File: src/rtl/mtm_alu_pkg.sv
// Shared types and constants for the MTM ALU core: opcodes, FSM states,
// error-priority encoding, CRC polynomials, frame geometry and gap lengths.
package mtm_alu_pkg;

   typedef enum logic [2:0] {
      OP_AND = 3'b000,
      OP_OR  = 3'b001,
      OP_ADD = 3'b100,
      OP_SUB = 3'b101
   } op_t;

   typedef enum logic [1:0] {
      IDLE,
      EXEC,
      SEND,
      HOLD
   } state_t;

   // One-hot {err_data, err_crc, err_op}, exactly as the flags appear in ectl
   typedef enum logic [2:0] {
      ERR_NONE = 3'b000,
      ERR_OP   = 3'b001,
      ERR_CRC  = 3'b010,
      ERR_DATA = 3'b100
   } err_t;

   localparam logic [3:0] CRC4_POLY = 4'b0011;
   localparam logic [2:0] CRC3_POLY = 3'b011;
   localparam int         CRC4_LEN  = 68;
   localparam int         CRC3_LEN  = 37;

   localparam int PKT_W   = 11;
   localparam int FRAME_W = 55;

   localparam logic [5:0] GAP_DATA = 6'd58;
   localparam logic [5:0] GAP_ERR  = 6'd14;

   function automatic err_t err_select(input logic ed, input logic ec, input logic eo);
      if (ed)      return ERR_DATA;
      else if (ec) return ERR_CRC;
      else if (eo) return ERR_OP;
      else         return ERR_NONE;
   endfunction

endpackage

File: src/rtl/mtm_alu_crc.sv
// Combinational CRC4 checker (input packet) and CRC3 generator (result packet).
// The CRC4 check exists only when MTM_ALU_CRC_CHECK_EN is defined.
module mtm_alu_crc
   import mtm_alu_pkg::*;
(
   input  logic [31:0] a,
   input  logic [31:0] b,
   input  logic [2:0]  op,
   input  logic [3:0]  crc_rx,
   input  logic [31:0] c,
   input  logic        cf,
   input  logic        vf,
   input  logic        z,
   input  logic        n,
   output logic        crc_err,
   output logic [2:0]  crc3
);

   function automatic logic [2:0] crc3_calc(input logic [CRC3_LEN-1:0] d);
      logic [2:0] r;
      r = '0;
      for (int i = CRC3_LEN - 1; i >= 0; i--)
         r = {r[1:0], 1'b0} ^ ((r[2] ^ d[i]) ? CRC3_POLY : 3'b000);
      return r;
   endfunction

`ifdef MTM_ALU_CRC_CHECK_EN
   function automatic logic [3:0] crc4_calc(input logic [CRC4_LEN-1:0] d);
      logic [3:0] r;
      r = '0;
      for (int i = CRC4_LEN - 1; i >= 0; i--)
         r = {r[2:0], 1'b0} ^ ((r[3] ^ d[i]) ? CRC4_POLY : 4'b0000);
      return r;
   endfunction

   assign crc_err = (crc4_calc({b, a, 1'b1, op}) != crc_rx);
`else
   logic unused_crc4_inputs;
   assign unused_crc4_inputs = ^{a, b, op, crc_rx};
   assign crc_err = 1'b0;
`endif

   assign crc3 = crc3_calc({c, 1'b0, cf, vf, z, n});

endmodule

File: src/rtl/mtm_alu_core.sv
// MTM ALU core: captures an operand set, computes C = B op A with flags and CRCs,
// and presents a 55-bit data/error frame. Option: MTM_ALU_CRC_CHECK_EN enables CRC4 checking.
module mtm_alu_core
   import mtm_alu_pkg::*;
(
   input  logic               clk,
   input  logic               rst,
   input  logic               in_valid,
   input  logic [31:0]        in_a,
   input  logic [31:0]        in_b,
   input  logic [2:0]         in_op,
   input  logic [3:0]         in_crc,
   input  logic               in_err_data,
   output logic               in_ready,
   output logic [FRAME_W-1:0] aluin,
   output logic               dataready
);

   state_t             state_reg, state_next;
   logic [31:0]        a_reg, b_reg;
   logic [2:0]         op_reg;
   logic [3:0]         crc_reg;
   logic               err_data_reg;
   logic [FRAME_W-1:0] aluin_reg, frame_next, data_frame, err_frame;
   logic [5:0]         gap_reg;

   logic [32:0] wide;
   logic [31:0] c;
   logic        cf, vf, z, n, op_valid, err_crc;
   logic [2:0]  crc3;
   logic [7:0]  ctl, ectl;
   err_t        err;

   always_ff @(posedge clk) begin
      if (in_ready && in_valid) begin
         a_reg        <= in_a;
         b_reg        <= in_b;
         op_reg       <= in_op;
         crc_reg      <= in_crc;
         err_data_reg <= in_err_data;
      end
   end

   always_comb begin
      wide = '0;
      c    = '0;
      cf   = 1'b0;
      vf   = 1'b0;
      case (op_reg)
         OP_AND: c = b_reg & a_reg;
         OP_OR:  c = b_reg | a_reg;
         OP_ADD: begin
            wide = {1'b0, b_reg} + {1'b0, a_reg};
            c    = wide[31:0];
            cf   = wide[32];
            vf   = (a_reg[31] == b_reg[31]) && (c[31] != b_reg[31]);
         end
         OP_SUB: begin
            wide = {1'b0, b_reg} - {1'b0, a_reg};
            c    = wide[31:0];
            cf   = wide[32];
            vf   = (a_reg[31] != b_reg[31]) && (c[31] != b_reg[31]);
         end
         default: ;
      endcase
   end

   assign z        = (c == 32'd0);
   assign n        = c[31];
   assign op_valid = (op_reg == OP_AND) || (op_reg == OP_OR) ||
                     (op_reg == OP_ADD) || (op_reg == OP_SUB);

   mtm_alu_crc u_crc (
      .a       (a_reg),
      .b       (b_reg),
      .op      (op_reg),
      .crc_rx  (crc_reg),
      .c       (c),
      .cf      (cf),
      .vf      (vf),
      .z       (z),
      .n       (n),
      .crc_err (err_crc),
      .crc3    (crc3)
   );

   assign err  = err_select(err_data_reg, err_crc, !op_valid);
   assign ctl  = {1'b0, cf, vf, z, n, crc3};
   assign ectl = {1'b1, err, err, ^{1'b1, err, err}};

   for (genvar gi = 0; gi < 4; gi++) begin : g_byte_pkt
      assign data_frame[PKT_W*(gi+1) +: PKT_W] = {2'b00, c[8*gi +: 8], 1'b1};
   end
   assign data_frame[PKT_W-1:0] = {2'b01, ctl, 1'b1};
   assign err_frame  = {{(FRAME_W-PKT_W){1'b0}}, 2'b01, ectl, 1'b1};
   assign frame_next = (err != ERR_NONE) ? err_frame : data_frame;

   always_ff @(posedge clk) begin
      if (!rst) begin
         state_reg <= IDLE;
         aluin_reg <= '0;
         gap_reg   <= '0;
      end else begin
         state_reg <= state_next;
         if (state_reg == EXEC)
            aluin_reg <= frame_next;
         // The dataready cycle counts as the first gap cycle, so the count hits 0 on the edge back to IDLE
         if (state_reg == SEND)
            gap_reg <= (aluin_reg[8] ? GAP_ERR : GAP_DATA) - 6'd1;
         else if (gap_reg != 6'd0)
            gap_reg <= gap_reg - 6'd1;
      end
   end

   always_comb begin
      state_next = state_reg;
      case (state_reg)
         IDLE:    if (in_valid) state_next = EXEC;
         EXEC:    state_next = SEND;
         SEND:    state_next = HOLD;
         HOLD:    if (gap_reg <= 6'd1) state_next = IDLE;
         default: state_next = IDLE;
      endcase
   end

   assign in_ready  = (state_reg == IDLE);
   assign dataready = (state_reg == SEND);
   assign aluin     = aluin_reg;

endmodule

File: config.mk
export PLATFORM = sky130hd
export DESIGN_NAME = mtm_alu_core
export DESIGN_NICKNAME = d
export VERILOG_FILES = /design/src/rtl/mtm_alu_pkg.sv /design/src/rtl/mtm_alu_crc.sv /design/src/rtl/mtm_alu_core.sv
export SDC_FILE = /design/constraint.sdc
export NUM_CORES = 1
export LEC_CHECK = 0
export ABC_CLOCK_PERIOD_IN_PS = 5500
export CAP_MARGIN = 20
export CELL_PAD_IN_SITES_DETAIL_PLACEMENT = 0
export CELL_PAD_IN_SITES_GLOBAL_PLACEMENT = 1
export CORE_MARGIN = 2
export CORE_UTILIZATION = 39
export DETAILED_ROUTE_END_ITERATION = 7
export GPL_TIMING_DRIVEN = 0
export PLACE_DENSITY = 0.89
export SLEW_MARGIN = 20
export SYNTH_ARGS = -nofsm -noshare
export SYNTH_HDL_FRONTEND = slang
export SYNTH_HIERARCHICAL = 1
export SYNTH_SLANG_ARGS = --single-unit
File: constraint.sdc
create_clock -name clk -period 5.5 [get_ports clk]
set_input_delay 0.55 -clock clk [delete_from_list [all_inputs] [get_ports clk]]
set_output_delay 0.55 -clock clk [all_outputs]
set_load 0.02 [all_outputs]
==> Word-level counts from Yosys, hierarchy flattened <==
Index checks and enable logic that the tools add are counted.
{ "totals": {"register_bits": 131, "latchBits": 0, "ramBits": 0, "rom_bits": 0, "in_bits": 75, "out_inout_bits": 57, "wordCells": 160, "memories": 0} }
{ "classes": {"add_sub_neg": 4, "multipliers": 0, "div_mod_pow": 0, "magnitude_cmp": 1, "eq_ne": 12, "shifts": 0, "mux": 49, "bitwise_logic": 73, "n_reduce_logical": 14} }
{ "ops": {"columns": ["cell", "count"], "rows": [
  ["$pmux 32 s4", 1],
  ["$xor 3x3->3", 35],
  ["$mux 2", 39],
  ["$mux 53", 1],
  ["$xor 1x1->1", 34],
  ["$add 32x32->33", 1],
  ["$sub 32x32->33", 1],
  ["$and 32x32->32", 1],
  ["$logic_not 32->1", 1],
  ["$or 32x32->32", 1],
  ["$mux 6", 3],
  ["$sub 6x1->6 const B", 2],
  ["$pmux 2 s4", 1],
  ["$reduce_xor 7->1", 1],
  ["$eq 3x3->1 const B", 2],
  ["$le 6x1->1 const B", 1],
  ["$reduce_bool 6->1", 1],
  ["$eq 2x2->1 const B", 2],
  ["$ne 2x2->1 const B", 2],
  ["$pmux 1 s2", 2],
  ["$eq 3x1->1 const B", 1],
  ["$logic_and 1x1->1", 3],
  ["$logic_not 3->1", 1],
  ["$logic_or 1x1->1", 3],
  ["11 further kinds", 13]
]} }

==> Depth between registers and ports, before layout <==
Gate-level depths: netlist of the first run.
{ "depth": {"word_depth": 110, "ltp_mapped": 22, "depth_no_buf": 22} }

==> Modules after synthesis <==
The synthesis of the first run kept the hierarchy.
{ "modules_own_cells": {"columns": ["mod", "n_inst", "cells_each", "area_each_um2", "seq_area_each_um2"], "rows": [
  ["mtm_alu_core", 1, 1112, 9660.5, 3163.0],
  ["mtm_alu_crc", 1, 46, 474.2, 0.0]
]} }

==> Worst setup path after synthesis of the first run <==
OpenSTA, ideal clock, no wires.
{ "synth_timing": {"path_type": "reg2reg", "start": "register a_reg[1]", "end": "register aluin_reg[2], in the netlist aluin[2]", "setup_ns": 0.125, "arrival_ns": 5.285, "t_required_ns": 5.375, "slack_ns": 0.091, "stages_incl_launch_ff": 21, "n_path_buf": 0, "path_cell_list": "edfxtp_1 -> inv_1 -> ha_1 -> a211o_1 -> a211o_2 -> a31o_1 -> a211oi_2 -> a21oi_2 -> xnor2_2 -> o22ai_2 -> or4_1 -> or4_1 -> or4_4 -> nor3_1 -> xnor2_1 -> xnor3_1 -> xnor3_2 -> xnor3_1 -> xnor3_1 -> o211ai_1 -> a21boi_0"} }
{ "synth_via": {"elab_cells_between_ends": 121, "cone_classes": "add/sub (2); eq/ne (2); mux (41); bitwise (73); reduce/logical (3)"} }
{ "synth_lines": {"columns": ["item", "line_no", "source"], "rows": [
  ["start: declaration", "mtm_alu_core.sv:20", "logic [31:0] a_reg, b_reg;"],
  ["start signal: assignment", "mtm_alu_core.sv:36", "a_reg <= in_a;"],
  ["$sub 32x32->33 or $add 32x32->33 (tied branches)", "mtm_alu_core.sv:59, mtm_alu_core.sv:53", null],
  ["$pmux 32 s4 (*)", "mtm_alu_core.sv:49", "case (op_reg)"],
  ["via c[9]", "mtm_alu_core.sv:28", "logic [31:0] c;"],
  ["$logic_not 32->1 (*)", "mtm_alu_core.sv:68", "assign z = (c == 32'd0);"],
  ["via z", "mtm_alu_core.sv:29", "logic cf, vf, z, n, op_valid, err_crc;"],
  ["$xor 1x1->1 (*)", "mtm_alu_crc.sv:23", "r = {r[1:0], 1'b0} ^ ((r[2] ^ d[i]) ? CRC3_POLY : 3'b000);"],
  ["$mux 2 (*)", "mtm_alu_crc.sv:23", null],
  ["$xor 3x3->3 (*)", "mtm_alu_crc.sv:23", null],
  ["$xor 3x2->3 (*)", "mtm_alu_crc.sv:23", null],
  ["via crc3[1]", "mtm_alu_core.sv:30", "logic [2:0] crc3;"],
  ["$mux 53 (*)", "mtm_alu_core.sv:96", "assign frame_next = (err != ERR_NONE) ? err_frame : data_frame;"],
  ["end signal: assignment", "mtm_alu_core.sv:106", "aluin_reg <= frame_next;"],
  ["end: declaration", "mtm_alu_core.sv:24", "logic [FRAME_W-1:0] aluin_reg, frame_next, data_frame, err_frame;"]
]} }
Mark *: on every way through the listed nets, which the timed path passes. The rest lies on a longest branch.
A chain may end at the register's enable or synchronous reset.

==> Worst setup path in the final report of the first run <==
{ "layout_timing": {"start": "register b_reg[6]", "end": "register aluin_reg[3], in the netlist aluin[3]"} }
{ "layout_via": {"elab_cells_between_ends": 119, "cone_classes": "add/sub (2); eq/ne (2); mux (40); bitwise (72); reduce/logical (3)"} }
{ "layout_lines": {"columns": ["item", "line_no", "source"], "rows": [
  ["start: declaration", "mtm_alu_core.sv:20", null],
  ["start signal: assignment", "mtm_alu_core.sv:37", "b_reg <= in_b;"],
  ["$sub 32x32->33 or $add 32x32->33 (tied branches)", "mtm_alu_core.sv:59, mtm_alu_core.sv:53", null],
  ["$pmux 32 s4 (*)", "mtm_alu_core.sv:49", null],
  ["via c[25]", "mtm_alu_core.sv:28", null],
  ["$logic_not 32->1 (*)", "mtm_alu_core.sv:68", null],
  ["via z", "mtm_alu_core.sv:29", null],
  ["$xor 1x1->1 (*)", "mtm_alu_crc.sv:23", null],
  ["$mux 2 (*)", "mtm_alu_crc.sv:23", null],
  ["$xor 3x3->3 (*)", "mtm_alu_crc.sv:23", null],
  ["$xor 3x2->3 (*)", "mtm_alu_crc.sv:23", null],
  ["via crc3[2]", "mtm_alu_core.sv:30", null],
  ["$mux 53 (*)", "mtm_alu_core.sv:96", null]
]} }
Marks and branches as above.

==> results of run 1 <==
## stage by stage
step	utilization	setup TNS, ps	instances
after detailed placement	0.463	-1970	1611
final	0.513	-87.2	1662
after floorplan	-	0	1162
after global placement	0.462	-1800	1610
after global routing	0.513	-424	1662
after CTS	0.501	0	1651
## power groups by stage
stage | registers, uW | logic (uW) | clock network [uW]
global route | 1320 | 5720 | 1180
detailed placement | 1310 | 4770 | 0
floorplan | 1320 | 3610 | 0
CTS | 1290 | 5090 | 1140
finish | 1290 | 5340 | 1120
global placement | 1310 | 4690 | 0
## final timing paths
check                         from                    end  slack, ps  cells after the start
min          aluin[2]$_SDFFE_PN0N_  aluin[2]$_SDFFE_PN0N_        470                      2
min reg2reg  aluin[2]$_SDFFE_PN0N_  aluin[2]$_SDFFE_PN0N_        470                      2
max             b_reg[6]$_DFFE_PP_  aluin[3]$_SDFFE_PN0N_        -70                     21
max reg2reg     b_reg[6]$_DFFE_PP_  aluin[3]$_SDFFE_PN0N_        -70                     21
## layer usage
| layer | routed length [um] | global-route usage | part of all wire |
|---|---|---|---|
| met3 | 2240 | 0.0508 | 0.070 |
| met4 | 1240 | 0.0933 | 0.039 |
| met1 | 13900 | 0.313 | 0.44 |
| met5 | 0 | 0 | 0 |
| met2 | 14500 | 0.384 | 0.46 |
## worst max-delay path, cell delays in order (launching register included)
cell and delay [ps]:
edfxtp_1 400, inv_1 60, ha_1 300, buf_4 190
o21ai_2 100, a211oi_2 370, a21oi_4 150, o41ai_4 510
a31o_2 260, mux2i_2 230, nand3_2 180, or4_4 550
or4_4 530, nor3_4 140, xnor2_1 150, xnor3_1 250
xnor3_2 250, buf_4 160, xnor2_2 120, xnor2_1 140
a222oi_1 300, nor2b_1 90
## cell type report
| type | instances | area (um^2) | share of cell area |
|---|---|---|---|
| Clock buffer | 19 | 475 | 0.0368 |
| Inverter | 113 | 424 | 0.0328 |
| Multi-Input combinational cell | 860 | 6650 | 0.515 |
| Tap cell | 330 | 413 | 0.0320 |
| Timing Repair Buffer | 143 | 1380 | 0.107 |
| Sequential cell | 118 | 3040 | 0.236 |
| Clock inverter | 13 | 106 | 0.00823 |
| Buffer | 66 | 423 | 0.0327 |
## what timing repair did
action                     4_1_cts  5_1_grt
gates resized for setup         62       56
pin swaps                       21       21
setup endpoints to repair        3        3
setup buffers                   12       12
==> results_dict.tcl, run 1 <==
set metrics [dict create \
    clkSlewWorstSetupHoldPaths_ps 60 \
    slew_headroom 0.338 \
    worst_ep_required_time_ps 5810 \
    cts_tree "built" \
    dp_hpwl_um 24400 \
    ctsHoldBuffers 0 \
    start_kind "flip-flop" \
    swShare 0.452 \
    root_buffer "clkbuf_16" \
    ant_nets 0 \
    avgViaCountPerCell 5.64 \
    cts_buffers 17 \
    p_switching_uw 3500 \
    leakagePower_uw 0.00515 \
    io_pins 132 \
    fmax_ghz 0.179 \
    layout_min_cycle_time_ps 5570 \
    power.share.clock 0.145 \
    grt_overflow_total 0 \
    pre_cts_ws_ps -1000 \
    grt_max_degree 41 \
    clock_path_buffers 2 \
    powerDensity_nw_per_um2 600 \
    yosys_warnings 6 \
    nets 1501 \
    mostFrequentLayoutCells "clkdlybuf4s50_1 (118), inv_1 (104), a21oi_1 (94), ha_1 (93), nor2_1 (83)" \
    violations "negative setup slack" \
    drc 0 \
    initial_core_util 0.398 \
    finClkSkew_ps 12.3 \
    final_layout_size_suffix_gt1_frac 0.147 \
    wl_per_cell_um 19.2 \
    setup_viol 2 \
    n_antenna_cell 0 \
    gp_congestion 0.916 \
    worst_hold_slack_ps 468 \
    die_area_um2 27000 \
    clock-sinks 118 \
    core_um2 25200 \
    status "finished, violations left" \
    hold_viol_final 0 \
    maxCapViolations 0 \
    vias 9374 \
    final.period_utilization 1.01 \
    area_growth_pct 29.0 \
    synthCells 1154 \
    clock_latency_ps 440 \
    pwr-share-comb 0.689 \
    largest_reg_flops 42 \
    drt-total-wl_um 31900 \
    final_area_um2 12900 \
    avgSynthCellArea_um2 8.68 \
    fp.dieH_um 164 \
    antenna_found_initial 0 \
    netlist_area_um2 10000 \
    p_int_uw 4250 \
    hold_path_class "flip-flop to flip-flop" \
    portBuffers 118 \
    die_w_um 164 \
    drt_iter0_markers 855 \
    cp-end-kind "flip-flop" \
    grt_use_total 0.239 \
    final_common_cell "clkdlybuf4s50_1" \
    first_global_vias 9112 \
    htree_num_levels 4 \
    grt_pass1_wl_um 49700 \
    path_max_fanout 10 \
    drt_pre_antenna_iters 6 \
    fp-row-count 58 \
    worstMarginPinSlew_ps 984 \
    arrival_ps 5880 \
    critical_path_class "flip-flop to flip-flop" \
    seqPwrFrac 0.166 \
    maxSlewViolCount 0 \
    worst_slack_ps -72.6 \
    totalPowerFinal_uw 7760 \
    vdd_drop_max_mv 0.700 \
    fill_cells 2349 \
    rsz0062_at_grt "yes" \
    place_area_um2 11700 \
]
(Power assumes the default switching activity.)
==> run 2, diff against run 1 <==
- CORE_ASPECT_RATIO: unset -> 0.9
==> results_dict.tcl, run 2 (synthesis gave the netlist of run 1 again) <==
set metrics [dict create \
    drt_iter0_markers 802 \
    vias 9379 \
    clock-sinks 118 \
    cp-end-kind "flip-flop" \
    grt_pass1_wl_um 50500 \
    start_kind "flip-flop" \
    ant_nets 0 \
    antenna_found_initial 0 \
    maxCapViolations 0 \
    die_w_um 173 \
    grt_max_degree 41 \
    hold_viol_final 0 \
    worst-r2r-setup-slack_ps 20 \
    cts_buffers 17 \
    final_layout_size_suffix_gt1_frac 0.157 \
    arrival_ps 5800 \
    cts_tree "built" \
    vdd_drop_max_mv 0.707 \
    dp.cells 1623 \
    finClkSkew_ps 11.4 \
    largest_reg_flops 42 \
    avgViaCountPerCell 5.57 \
    final_common_cell "clkdlybuf4s50_1" \
    setup_viol 0 \
    layout_min_cycle_time_ps 5480 \
    slew_headroom 0.269 \
    area_growth_pct 30.3 \
    core_um2 25200 \
    first_global_vias 9055 \
    setup_tns_ps 0 \
    n_antenna_cell 0 \
    drc 0 \
    portBuffers 118 \
    die_area_um2 27000 \
    final.period_utilization 0.997 \
    finalNonFillerCells 1683 \
    dp_hpwl_um 24400 \
    initial_core_util 0.398 \
    path_max_fanout 10 \
    nets 1510 \
    fin_util 0.518 \
    drt-total-wl_um 32200 \
    grt_overflow_total 0 \
    fp-row-count 55 \
    io_pins 132 \
    wl_per_cell_um 19.1 \
    grt_use_total 0.238 \
    fp.dieH_um 156 \
    pre_cts_ws_ps -982 \
    critical_path_class "flip-flop to flip-flop" \
    mostFrequentLayoutCells "clkdlybuf4s50_1 (118), inv_1 (101), ha_1 (92), a21oi_1 (91), nor2_1 (83)" \
    clock_latency_ps 440 \
    drt_pre_antenna_iters 5 \
    worst_ep_required_time_ps 5810 \
    clkSlewWorstSetupHoldPaths_ps 60 \
    worstMarginPinSlew_ps 1090 \
    gp_congestion 0.955 \
    maxSlewViolCount 0 \
    root_buffer "clkbuf_16" \
    powerDensity_nw_per_um2 602 \
    totalPowerFinal_uw 7860 \
    worst_slack_ps 19.1 \
    ctsHoldBuffers 0 \
    leakagePower_uw 0.00519 \
    status "finished, final reports clean" \
    htree_num_levels 4 \
    rsz0062_at_grt "yes" \
    fill_cells 2355 \
    clock_path_buffers 2 \
    fmax_ghz 0.182 \
    hold_path_class "flip-flop to flip-flop" \
]
==> run 2: layout make-up <==
cell class / instances / area, um^2 / area share
Inverter: 113 / 428 / 0.0328
Multi-Input combinational cell: 860 / 6710 / 0.514
Clock inverter: 9 / 65.1 / 0.00499
Sequential cell: 118 / 3040 / 0.233
Tap cell: 342 / 428 / 0.0328
Timing Repair Buffer: 152 / 1450 / 0.111
Buffer: 66 / 423 / 0.0324
Clock buffer: 23 / 499 / 0.0383
==> run 2: per-stage QoR <==
stage | hold WS [ps] | area (um^2)
2_1_floorplan | 493 | 10000
3_3_place_gp | 463 | 11700
3_5_place_dp | 476 | 11700
5_1_grt | 483 | 13000
6_report | 468 | 13000
4_1_cts | 483 | 12700
==> run 2: path summary, 6_finish.rpt <==
| check | from | to | cells past startpoint |
|---|---|---|---|
| setup / recovery | op_reg[0]$_DFFE_PP_ | aluin[3]$_SDFFE_PN0N_ | 20 |
| hold / removal | aluin[2]$_SDFFE_PN0N_ | aluin[2]$_SDFFE_PN0N_ | 2 |
| setup reg to reg | op_reg[0]$_DFFE_PP_ | aluin[3]$_SDFFE_PN0N_ | 20 |
| hold reg to reg | aluin[2]$_SDFFE_PN0N_ | aluin[2]$_SDFFE_PN0N_ | 2 |
==> run 2: critical path, cell delays in order, from the launching register on <==
cell and delay, ps:
edfxtp_1 340, buf_6 150, buf_6 180, clkbuf_1 500
buf_1 510, clkbuf_1 410, a21oi_1 140, xnor2_1 150
a21oi_1 430, nor3b_1 240, nand4_1 120, or4_4 570
nor3_4 140, xnor2_1 150, xnor3_1 240, xnor3_2 250
buf_4 160, xnor2_2 130, xnor2_1 150, a222oi_1 300
nor2b_1 80
==> run 2: timing repair <==
item / 4_1_cts / 5_1_grt
gates resized for setup: 84 / 42
pin swaps: 23 / 11
buffers inserted: 19 / 16
gates cloned: 0 / 0
endpoints found under the setup margin: 3 / 2
==> run 2: power by group <==
group          internal [uW]  switching (uW)
Clock                    642             460
Combinational           2500            2970
Sequential              1160             132
==> run 2: routing by layer <==
layer	share of wire	global-route usage	vias up	routed length, um
met4	0.029	0.0944	0	947
met2	0.44	0.374	368	14000
met3	0.070	0.0482	63	2260
met1	0.46	0.323	4477	14900
li1	-	-	4471	-
met5	0	0	-	0
==> run 3, diff against run 2 <==
- GPL_TIMING_DRIVEN: 0 -> unset
==> results_dict.tcl, run 3 (synthesis gave the netlist of run 1 again) <==
set metrics [dict create \
    status "finished, final reports clean" \
    critical_path_class "flip-flop to flip-flop" \
    drt_iter0_markers 764 \
    finalNonFillerCells 1778 \
    drt-total-wl_um 31500 \
    multiInputGateArea_um2 6390 \
    start_kind "flip-flop" \
    reg2reg_from "a_reg[0]$_DFFE_PP_" \
    holdPathEnd "aluin[9]$_SDFFE_PN0N_" \
    r2r_cells 22 \
    setup_viol 0 \
    vias 9527 \
    gp_congestion 0.941 \
    grt_pass1_wl_um 49900 \
    r2r-end "aluin[3]$_SDFFE_PN0N_" \
    root_buffer "clkbuf_16" \
    avgViaCountPerCell 5.36 \
    grt_max_degree 56 \
    htree_num_levels 4 \
    vdd_drop_max_mv 0.682 \
    path_max_fanout 3 \
    grt_use_total 0.235 \
    nets 1605 \
    hold_viol_final 0 \
    worst_slack_ps 42.5 \
    worstMarginPinSlew_ps 811 \
    setup_tns_ps 0 \
    antenna_found_initial 0 \
    die_area_um2 27000 \
    n_antenna_cell 0 \
    fmax_ghz 0.183 \
    area_growth_pct 35.5 \
    powerDensity_nw_per_um2 600 \
    clock_path_buffers 2 \
    maxSlewViolCount 0 \
    cp-end-kind "flip-flop" \
    drc 0 \
    final.period_utilization 0.992 \
    hp-start "aluin[9]$_SDFFE_PN0N_" \
    maxCapViolations 0 \
    core_um2 25200 \
    pre_cts_ws_ps -381 \
    largest_reg_flops 42 \
    worst-r2r-setup-slack_ps 40 \
    grt_overflow_total 0 \
    fp.dieH_um 156 \
    io_pins 132 \
    final_layout_size_suffix_gt1_frac 0.207 \
    ant_nets 0 \
    place_area_um2 12600 \
    clock-sinks 118 \
    final_common_cell "buf_4" \
    mostFrequentLayoutCells "buf_4 (193), clkdlybuf4s50_1 (118), inv_1 (106), ha_1 (99), a21oi_1 (98)" \
    dp_hpwl_um 24500 \
    dp.cells 1732 \
    leakagePower_uw 0.00570 \
    drt_pre_antenna_iters 5 \
    clkSlewWorstSetupHoldPaths_ps 60 \
    rsz0062_at_grt "yes" \
    clock_latency_ps 440 \
    first_global_vias 9233 \
    hold_path_class "flip-flop to flip-flop" \
    worst_ep_required_time_ps 5820 \
    arrival_ps 5780 \
    hold_depth 1 \
    fp-row-count 55 \
    slew_headroom 0.454 \
    portBuffers 118 \
    initial_core_util 0.398 \
    cts_tree "built" \
    finClkSkew_ps 16.0 \
    wl_per_cell_um 17.7 \
    die_w_um 173 \
    final_area_um2 13600 \
    layout_min_cycle_time_ps 5460 \
    seqCellArea_um2 3040 \
    fill_cells 2365 \
    cts_buffers 17 \
]
-- run 3: layout make-up --
| cell class | count | share of cell area |
|---|---|---|
| Timing Repair Buffer | 313 | 0.197 |
| Inverter | 113 | 0.0313 |
| Clock buffer | 19 | 0.0319 |
| Sequential cell | 118 | 0.224 |
| Clock inverter | 13 | 0.0133 |
| Tap cell | 342 | 0.0315 |
| Multi-Input combinational cell | 860 | 0.471 |
-- run 3: how the worst max path moves through the flow --
stage                                  start                     to  slack [ps]
after floorplan           a_reg[1]$_DFFE_PP_  aluin[2]$_SDFFE_PN0N_          90
after global placement    a_reg[1]$_DFFE_PP_  aluin[2]$_SDFFE_PN0N_        -240
after detailed placement  b_reg[1]$_DFFE_PP_  aluin[2]$_SDFFE_PN0N_        -380
after CTS                 b_reg[6]$_DFFE_PP_  aluin[3]$_SDFFE_PN0N_           5
after global routing      b_reg[0]$_DFFE_PP_  aluin[3]$_SDFFE_PN0N_        -200
final                     a_reg[0]$_DFFE_PP_  aluin[3]$_SDFFE_PN0N_          40
-- run 3: metal layers --
| layer | vias up | track usage | wire length [um] |
|---|---|---|---|
| li1 | 4669 | - | - |
| met1 | 4516 | 0.323 | 14700 |
| met2 | 306 | 0.369 | 14000 |
| met3 | 36 | 0.0487 | 2100 |
| met4 | 0 | 0.0722 | 646 |
| met5 | - | 0 | 0 |
-- run 3: metrics by stage --
stage               power, uW   util  hold WS [ps]
floorplan                4930      -           493
global placement         6570  0.500           454
detailed placement       6670  0.500           465
CTS                      7930  0.531           479
global route             8670  0.539           515
finish                   8140  0.539           474
-- run 3: critical path, cell delays in order, from the launching register on --
cell,delay (ps)
edfxtp_1,440
ha_2,210
buf_4,140
a211o_1,340
a211o_4,360
buf_12,130
a21oi_2,250
o41ai_2,120
buf_4,160
a31o_2,240
mux2i_1,150
nand3_1,190
or4_4,540
or4_4,510
nor3_4,130
xnor2_1,140
xnor3_1,250
xnor3_2,260
buf_4,160
xnor2_2,130
xnor2_1,140
a222oi_1,280
nor2b_1,70
-- run 3: repair_timing --
| item | 4_1_cts | 5_1_grt |
|---|---|---|
| hold buffers | 0 | 0 |
| cloned | 0 | 0 |
| endpoints found under the setup margin | 2 | 3 |
| pin swaps | 23 | 20 |
| buffers inserted | 8 | 6 |
| endpoints found under the hold margin | 0 | 0 |
| gates resized for setup | 25 | 31 |
-- run 3: where the power goes --
group | internal [uW] | switching (uW)
Sequential | 1160 | 133
Clock | 755 | 440
Combinational | 2810 | 2840
Total | 4730 | 3410
